==> src/rtl/bcd_counter4_pkg.sv <==
// Shared BCD types and per-digit arithmetic for the four-digit counter.
package counter_pkg;

    localparam int NDIG = 4;

    typedef logic [3:0] bcd_t;
    typedef bcd_t [NDIG-1:0] bcd_vec_t;

    function automatic bcd_t bcd_step(input bcd_t d, input logic up, output logic carry);
        bcd_t r;
        r     = d;
        carry = 1'b0;
        if (up) begin
            if (d >= 4'd9) begin
                r     = 4'd0;
                carry = 1'b1;
            end else begin
                r = d + 4'd1;
            end
        end else begin
            if (d == 4'd0) begin
                r     = 4'd9;
                carry = 1'b1;
            end else begin
                r = d - 4'd1;
            end
        end
        return r;
    endfunction

    function automatic bcd_t bcd_sat(input bcd_t d);
        return (d > 4'd9) ? 4'd9 : d;
    endfunction

endpackage

==> src/rtl/bcd_counter4_if.sv <==
// Control and display bus of the BCD counter; clock and reset stay outside.
interface bcd_counter4_if;
    logic        run;
    logic        up;
    logic        clear;
    logic        load;
    logic [15:0] load_value;
    logic [15:0] digits;
    logic        tick;
    logic        wrap;

    modport master (
        output run, up, clear, load, load_value,
        input  digits, tick, wrap
    );

    modport slave (
        input  run, up, clear, load, load_value,
        output digits, tick, wrap
    );
endinterface

==> src/rtl/bcd_counter4_tick_gen.sv <==
// Prescaler: counts 0..DIV-1 while enabled and flags the last cycle of each period.
module tick_gen #(
    parameter int DIV = 10
) (
    input  logic clock,
    input  logic reset,
    input  logic en,
    input  logic clr,
    output logic tick
);
    localparam int W = (DIV > 1) ? $clog2(DIV) : 1;

    if (DIV < 2) begin : g_bad_div
        $error("tick_gen: DIV must be at least 2");
    end

    logic [W-1:0] pre_r;
    logic         last_s;

    assign last_s = (pre_r == W'(DIV - 1));
    assign tick   = en & last_s;

    // prescaler holds while disabled, so a pause shifts the next step by its length
    always_ff @(posedge clock) begin
        if (reset) begin
            pre_r <= '0;
        end else if (clr) begin
            pre_r <= '0;
        end else if (en) begin
            if (last_s) begin
                pre_r <= '0;
            end else begin
                pre_r <= pre_r + W'(1);
            end
        end else begin
            pre_r <= pre_r;
        end
    end
endmodule

==> src/rtl/bcd_counter4.sv <==
// Four-digit BCD up/down counter with prescaler, clear and saturating parallel load.
module bcd_counter4 #(
    parameter int CLK_HZ  = 50_000_000,
    parameter int TICK_HZ = 100,
    parameter int NDIG    = 4
) (
    input  logic           clock,
    input  logic           reset,
    bcd_counter4_if.slave  bus
);
    import counter_pkg::*;

    localparam int DIV = CLK_HZ / TICK_HZ;

    if (NDIG != 4) begin : g_bad_ndig
        $error("bcd_counter4: only NDIG == 4 is supported");
    end

    bcd_vec_t digits_r;
    logic     tick_r;
    logic     wrap_r;
    logic     step_s;
    bcd_vec_t next_s;
    bcd_vec_t load_sat_s;
    bcd_vec_t load_vec_s;
    logic     carry_s;
    logic     dig_carry_s;

    tick_gen #(.DIV(DIV)) u_tick_gen (
        .clock (clock),
        .reset (reset),
        .en    (bus.run),
        .clr   (bus.clear),
        .tick  (step_s)
    );

    assign load_vec_s = bus.load_value;

    // ripple carry/borrow across digits; a digit only moves when everything below it wrapped
    always_comb begin
        next_s      = digits_r;
        carry_s     = 1'b1;
        dig_carry_s = 1'b0;
        for (int i = 0; i < 4; i++) begin
            if (carry_s) begin
                next_s[i] = bcd_step(digits_r[i], bus.up, dig_carry_s);
                carry_s   = dig_carry_s;
            end else begin
                next_s[i] = digits_r[i];
            end
        end
    end

    // out-of-range load nibbles clamp to 9 so the register never holds non-BCD
    always_comb begin
        load_sat_s = '0;
        for (int i = 0; i < 4; i++) begin
            load_sat_s[i] = bcd_sat(load_vec_s[i]);
        end
    end

    // count register and pulse outputs: reset > clear > load > step
    always_ff @(posedge clock) begin
        if (reset) begin
            digits_r <= '0;
            tick_r   <= 1'b0;
            wrap_r   <= 1'b0;
        end else if (bus.clear) begin
            digits_r <= '0;
            tick_r   <= 1'b0;
            wrap_r   <= 1'b0;
        end else if (bus.load) begin
            digits_r <= load_sat_s;
            tick_r   <= 1'b0;
            wrap_r   <= 1'b0;
        end else if (step_s) begin
            digits_r <= next_s;
            tick_r   <= 1'b1;
            wrap_r   <= carry_s;
        end else begin
            digits_r <= digits_r;
            tick_r   <= 1'b0;
            wrap_r   <= 1'b0;
        end
    end

    assign bus.digits = digits_r;
    assign bus.tick   = tick_r;
    assign bus.wrap   = wrap_r;
endmodule

==> src/flat_wrapper.sv <==
// flat-port wrapper written by rule: the top's interface ports become plain ports
module bcd_counter4_flat import counter_pkg::*;
#(
    parameter int CLK_HZ  = 50_000_000,
    parameter int TICK_HZ = 100,
    parameter int NDIG    = 4
)
  (clock, reset, bus_run, bus_up, bus_clear, bus_load, bus_load_value, bus_digits, bus_tick, bus_wrap);
  bcd_counter4_if bus_i ();
  input  logic clock;
  input  logic reset;
  input wire logic [$bits(bus_i.run)-1:0] bus_run;
  input wire logic [$bits(bus_i.up)-1:0] bus_up;
  input wire logic [$bits(bus_i.clear)-1:0] bus_clear;
  input wire logic [$bits(bus_i.load)-1:0] bus_load;
  input wire logic [$bits(bus_i.load_value)-1:0] bus_load_value;
  output wire logic [$bits(bus_i.digits)-1:0] bus_digits;
  output wire logic [$bits(bus_i.tick)-1:0] bus_tick;
  output wire logic [$bits(bus_i.wrap)-1:0] bus_wrap;
  assign bus_i.run = bus_run;
  assign bus_i.up = bus_up;
  assign bus_i.clear = bus_clear;
  assign bus_i.load = bus_load;
  assign bus_i.load_value = bus_load_value;
  assign bus_digits = bus_i.digits;
  assign bus_tick = bus_i.tick;
  assign bus_wrap = bus_i.wrap;
  bcd_counter4 #(.CLK_HZ(CLK_HZ), .TICK_HZ(TICK_HZ), .NDIG(NDIG)) u_core (.clock(clock), .reset(reset), .bus(bus_i));
endmodule
==> config.mk <==
export PLATFORM = sky130hd
export DESIGN_NAME = bcd_counter4_flat
export DESIGN_NICKNAME = d
export VERILOG_FILES = /design/src/rtl/bcd_counter4_pkg.sv /design/src/rtl/bcd_counter4_if.sv /design/src/rtl/bcd_counter4_tick_gen.sv /design/src/rtl/bcd_counter4.sv /design/src/flat_wrapper.sv
export SDC_FILE = /design/constraint.sdc
export NUM_CORES = 1
export LEC_CHECK = 0
export CELL_PAD_IN_SITES_DETAIL_PLACEMENT = 1
export CELL_PAD_IN_SITES_GLOBAL_PLACEMENT = 1
export CORE_MARGIN = 10
export CORE_UTILIZATION = 35
export DETAILED_ROUTE_END_ITERATION = 6
export PLACE_DENSITY_LB_ADDON = 0.1
export RECOVER_POWER = 100
export SETUP_SLACK_MARGIN = 0.1
export SLEW_MARGIN = 20
export SYNTH_ARGS = -nofsm -noshare
export SYNTH_HDL_FRONTEND = slang
export SYNTH_SLANG_ARGS = --single-unit
==> constraint.sdc <==
create_clock -name clock -period 3.2 [get_ports clock]
set_clock_uncertainty 0.2 [all_clocks]
set_input_delay 0.8 -clock clock [delete_from_list [all_inputs] [get_ports clock]]
set_output_delay 0.8 -clock clock [all_outputs]
set_load 0.02 [all_outputs]
==> results.sh <==
export IMPL_finalWirelength_um=7750
export IMPL_finalSetupTns_ns=0
export IMPL_cts_root_buf="clkbuf_8"
export IMPL_route_detailed_drc=0
export IMPL_p_per_area_nw_per_um2=316
export IMPL_yosysWarnings=0
export IMPL_first_pass_iters=4
export IMPL_nNetsFinal=406
export IMPL_yosysSeqAreaShare_pct=28.4
export IMPL_syn_inst=324
export IMPL_routed_via_density=5.34
export IMPL_ios=40
export IMPL_postCtsSetupBuffers=0
export IMPL_synth_top_area_cell="dfxtp_1"
export IMPL_worstMarginPinSlew_ns=0.527
export IMPL_ant_nets=0
export IMPL_max_slew_margin_pct=64.8
export IMPL_die_w_um=106
export IMPL_synthTopCellsByArea="dfxtp_1, ha_1, nor2_1"
export IMPL_period_share_pct=90.6
export IMPL_rr_worst_depth=8
export IMPL_finalSetupViolations=0
export IMPL_die_h_um=106
export IMPL_cts_buffers=5
export IMPL_num_vias=2512
export IMPL_syn_nets=360
export IMPL_core_area_sq_um=7250
export IMPL_clk_latency_ns=0.31
export IMPL_hp_class="reg2reg"
export IMPL_clockBufferDepth=2
export IMPL_ir_drop_mv=0.173
export IMPL_dp_slack_ns=0.164
export IMPL_power_leakage_nw=1.21
export IMPL_wl_per_cell_um=16.5
export IMPL_r2r_end="u_core.bus.digits[13]$_SDFFE_PP0P_"
export IMPL_synth_edf_count=0
export IMPL_topRoutingLayerUsed="met4"
export IMPL_async_flop_share_pct=0
export IMPL_routabilityCongestion=0.786
export IMPL_fillers=901
export IMPL_crit_fanout=9
export IMPL_yosysTopAreaCellShare_pct=28.4
export IMPL_finalCriticalPeriod_ns=2.90
export IMPL_grt_start_max_net_pins=32
export IMPL_hold_path_end="u_core.u_tick_gen.pre_r[18]$_SDFFE_PP0P_"
export IMPL_grt_pass1_wl_um=13100
export IMPL_synth_area_sq_um=2610
export IMPL_min_delay_start="u_core.u_tick_gen.pre_r[18]$_SDFFE_PP0P_"
export IMPL_final_common_cell="nor2_1"
export IMPL_arrival_ns=2.93
export IMPL_dr_wl_met2_um=3550
export IMPL_grt_util_all_layers_pct=14.0
export IMPL_drv_slew=0
export IMPL_route_met3_wl_um=273
export IMPL_cts_resized=0
export IMPL_antenna_found_initial=0
export IMPL_start_util_pct=35.9
export IMPL_wl_met1_um=3800
export IMPL_synth_ff_type="dfxtp_1"
export IMPL_rsz0062_at_grt="no"
export IMPL_cts_tree="built"
export IMPL_syn2layout_area_growth_pct=24.1
export IMPL_r2r_slack_ns=0.48
export IMPL_grt_pass1_vias=2556
export IMPL_final_cell_mix="nor2_1, dfxtp_1, nand2_1, inv_1, dlygate4sd3_1"
export IMPL_portBuffers=39
export IMPL_cp_data_required_time_ns=3.23
export IMPL_diodes=0
export IMPL_ctsHoldBuffers=0
export IMPL_dp_final_hpwl_um=5890
export IMPL_clk_pin_slew_ns=0.08
export IMPL_dieArea_sq_um=11300
export IMPL_overflow=0
export IMPL_cp_end_kind="flop"
export IMPL_htree_num_levels=2
export IMPL_hold_depth=2
export IMPL_num_rows=31
export IMPL_drt_iter0_markers=90
export IMPL_synth_seq_cells=37
export IMPL_status="finished clean"
export IMPL_critPathKind="in2reg"
export IMPL_avgSynthCellArea_sq_um=8.04
export IMPL_hold_violations=0
export IMPL_cts_sinks=37
export IMPL_ys_types=63
export IMPL_fmax_mhz=345
export IMPL_layout_setup_ws_ns=0.299
export IMPL_r2r_start="u_core.bus.digits[0]$_SDFFE_PP0P_"
export IMPL_max_cap_violations=0
export IMPL_drive_gt1_share_pct=9.70
export IMPL_worst_setup_path_start_kind="primary input"
==> synthesized netlist by cell type (2+ instances only) <==
master     number
o31ai_1         3
xnor2_1         8
nand2_1        22
a32o_1          3
xor2_1         10
nand3b_1        2
nor4b_1         2
and4_1          4
nand3_1         9
nor2_1         45
dfxtp_1        37
and4b_1         2
clkbuf_1       10
nor4_1          4
or3b_2          5
o21ai_0        17
inv_1          21
and3_1          8
o211ai_1        2
buf_2           3
nor3_1          4
a21oi_1        12
a2111oi_0       3
o21bai_1        2
ha_1           14
a31oi_1         5
mux2i_1         7
and2_1          2
nor2b_1         7
nand4_1         6
a221oi_1        2
o2bb2ai_1       2
a211oi_1        8
mux2_2          4
==> worst max-delay path by stage <==
| stage | end | start | depth (start not counted) | slack, ns |
|---|---|---|---|---|
| floorplan | u_core.bus.digits[9]$_SDFFE_PP0P_ | u_core.bus.digits[0]$_SDFFE_PP0P_ | 8 | 0.76 |
| global placement | u_core.bus.digits[15]$_SDFFE_PP0P_ | bus_up | 8 | 0.19 |
| detailed placement | u_core.bus.digits[13]$_SDFFE_PP0P_ | bus_up | 9 | 0.16 |
| CTS | u_core.bus.digits[13]$_SDFFE_PP0P_ | bus_up | 9 | 0.47 |
| global route | u_core.bus.digits[13]$_SDFFE_PP0P_ | bus_up | 9 | 0.21 |
| finish | u_core.bus.digits[5]$_SDFFE_PP0P_ | bus_up | 9 | 0.30 |
==> layer usage <==
metal	GRT usage, %	vias to the layer above
li1	-	1266
met1	18.4	1203
met2	22.4	33
met3	3.20	10
met4	3.97	0
met5	0	-
==> critical path, stage by stage <==
cell,delay [ns]
clkdlybuf4s50_1,0.44
clkbuf_1,0.22
nor4b_1,0.28
buf_4,0.17
a31oi_4,0.04
nor3_1,0.34
buf_4,0.19
mux2_2,0.32
o21ai_0,0.13
==> report_power, final <==
part	internal, mW	switching [mW]	total [mW]
registers	0.468	0.0152	0.483
clock network	0.155	0.193	0.347
logic	0.0899	0.101	0.191
==> kinds of logic after synthesis <==
kind of cell / after synthesis / share of synthesized area [%]
simple gates: 132 / 26.8
compound gates: 74 / 20.4
flops: 37 / 28.4
buf+inv: 36 / 5.62
xor+xnor: 18 / 6.05
fa+ha+maj: 14 / 6.72
mux: 13 / 6.00
==> stage by stage <==
| stage | hold slack, ns | area, sq um | instances | util [%] | power, mW |
|---|---|---|---|---|---|
| floorplan | 0.271 | 2610 | 324 | - | 0.605 |
| global placement | 0.288 | 3170 | 462 | 43.6 | 0.688 |
| detailed placement | 0.309 | 3170 | 462 | 43.6 | 0.692 |
| CTS | 0.329 | 3260 | 470 | 44.9 | 1.04 |
| global route | 0.364 | 3230 | 470 | 44.6 | 1.08 |
| finish | 0.317 | 3230 | 470 | 44.6 | 1.02 |
==> layout make-up <==
cell class	instances	area, sq um	share of cell area (%)
timing repair buffer	54	492	15.2
inverter	21	78.8	2.44
tap	99	124	3.83
clock buffer	5	68.8	2.13
sequential	37	741	22.9
multi-input combinational	251	1710	52.8
clock inverter	3	22.5	0.696
==> registers in the layout, indices dropped and copies added (netlist names) <==
register	cells
u_core.bus.digits	16
u_core.bus.tick	1
u_core.bus.wrap	1
u_core.u_tick_gen.pre_r	19
No activity file was read; power rests on OpenSTA's default activity.
==> RTL change (config.mk and constraints unchanged) <==
`CLK_HZ` is set to 50_000_000 in 2 places; all go to 100_000_000.
--- a/src/rtl/bcd_counter4.sv
+++ b/src/rtl/bcd_counter4.sv
@@ -1,5 +1,5 @@
 // Four-digit BCD up/down counter with prescaler, clear and saturating parallel load.
 module bcd_counter4 #(
-    parameter int CLK_HZ  = 50_000_000,
+    parameter int CLK_HZ  = 100_000_000,
     parameter int TICK_HZ = 100,
     parameter int NDIG    = 4
--- a/src/flat_wrapper.sv
+++ b/src/flat_wrapper.sv
@@ -2,5 +2,5 @@
 module bcd_counter4_flat import counter_pkg::*;
 #(
-    parameter int CLK_HZ  = 50_000_000,
+    parameter int CLK_HZ  = 100_000_000,
     parameter int TICK_HZ = 100,
     parameter int NDIG    = 4
Formal check against the unedited RTL: no difference found for any inputs over 10 cycles, from zero or initial values; that may be too few to reach the edited logic, so the function may still have changed.
==> RTL change against the unedited design <==
- sequential cell count rose by 1
- worst setup slack better by 0.0011 ns
- area after synthesis up 2.7%
- cell area rose by 4.0%
- routed wire length grew 3.2%
- first-iteration DRC count is 4.4% lower
- count of clock-buffer cells in the layout did not move
- total power is 17% higher
- critical endpoint is now u_core.bus.digits[14]$_SDFFE_PP0P_
- largest cell class unchanged
==> RTL change: results (changes against the unedited design) <==
Status
  • Status: complete, no violations

Placed design
  • Placed cells: 469 (+1.5%)
  • Pre-CTS WS: 0.0423 ns (-0.122 ns)
  • DP HPWL: 6150 um (+4.4%)

Finish
  • Number of fill cells: 893 (-0.89%)
  • Multi-input gate area: 1760 um2 (+3.0%)
  • Seq area share: 0.226 (-0.00291)
  • Syn-to-layout area delta: 25.7%
  • Share of layout cells above drive strength 1: 0.103 (+0.00614)
  • #MultiIn Comb: 257 (+2.4%)
  • Final net count: 413 (+1.7%)

Route
  • 1st-iter DRT viols: 86 (-4.4%)
  • Routed Wire Length: 8000 um (+3.2%)

Pwr
  • Maximum vdd drop: 185 uV (+6.5%)
  • Pleak: 1.24 nW (+1.8%)

Critical path
  • WP data arrival: 2.90 ns (-0.03 ns)
  • Worst setup path end: u_core.bus.digits[14]$_SDFFE_PP0P_
  • Max FO, Critical Path: 5 (-4)
  • RR Endpoint: u_core.bus.digits[12]$_SDFFE_PP0P_
  • R2R setup slack: 0.53 ns (+0.05 ns)
  • CP max-delay cell: dlygate4sd3_1
  • CP max stage delay: 0.58 ns (+0.14 ns)

STA
  • Min Tclk post-route: 2.90 ns (-0.00107 ns)
  • Worst hold slack: 0.366 ns (+0.0482 ns)
  • Slew headroom: 0.678 (+0.0298)

Hold path
  • Hold Path End: u_core.u_tick_gen.pre_r[3]$_SDFFE_PP0P_
  • HP Start: u_core.u_tick_gen.pre_r[3]$_SDFFE_PP0P_

Logic synthesis
  • Synthesized Nets: 370 (+2.8%)
  • Sequential area share after synthesis: 0.284 (about the same)
  • Synth cell types: 66 (+4.8%)
  • Top cells by count, synth: nor2_1, dfxtp_1, inv_1, nand2_1, o21ai_0

Clock tree
  • CTS Sinks: 38 (+2.7%)

GRT
  • Largest net degree at the start of global routing: 26 (-19%)
==> RTL change: cell types whose count changed in the layout (fill, tap and decap cells not counted), sizes merged, moves of 3 or more <==
cell,before,now
and3,9,1
a211oi,8,4
o21ba,0,3
a31o,0,3
mux2i,7,3
and4,4,1
nor3,5,8
nand4,6,11
nand4b,1,4
mux2,5,0
nor2b,7,4
==> RTL change: worst max-delay path: cells and delay by family <==
kind,cells,cell delay (ns)
AND/OR/NAND/NOR,5,1.34
buffers and inverters,2,0.75
==> RTL change: power breakdown <==
part	switching [W]	internal, W
sequential	0.0000169	0.000480
clock	0.000199	0.000313
combinational	0.0000951	0.0000895
==> RTL change: layer usage <==
layer / global-route usage / vias up / wire, um
li1: - / 1297 / -
met1: 0.168 / 1273 / 3690
met2: 0.248 / 45 / 3920
met3: 0.0293 / 5 / 349
met4: 0.0324 / 0 / 45
met5: 0 / - / 0
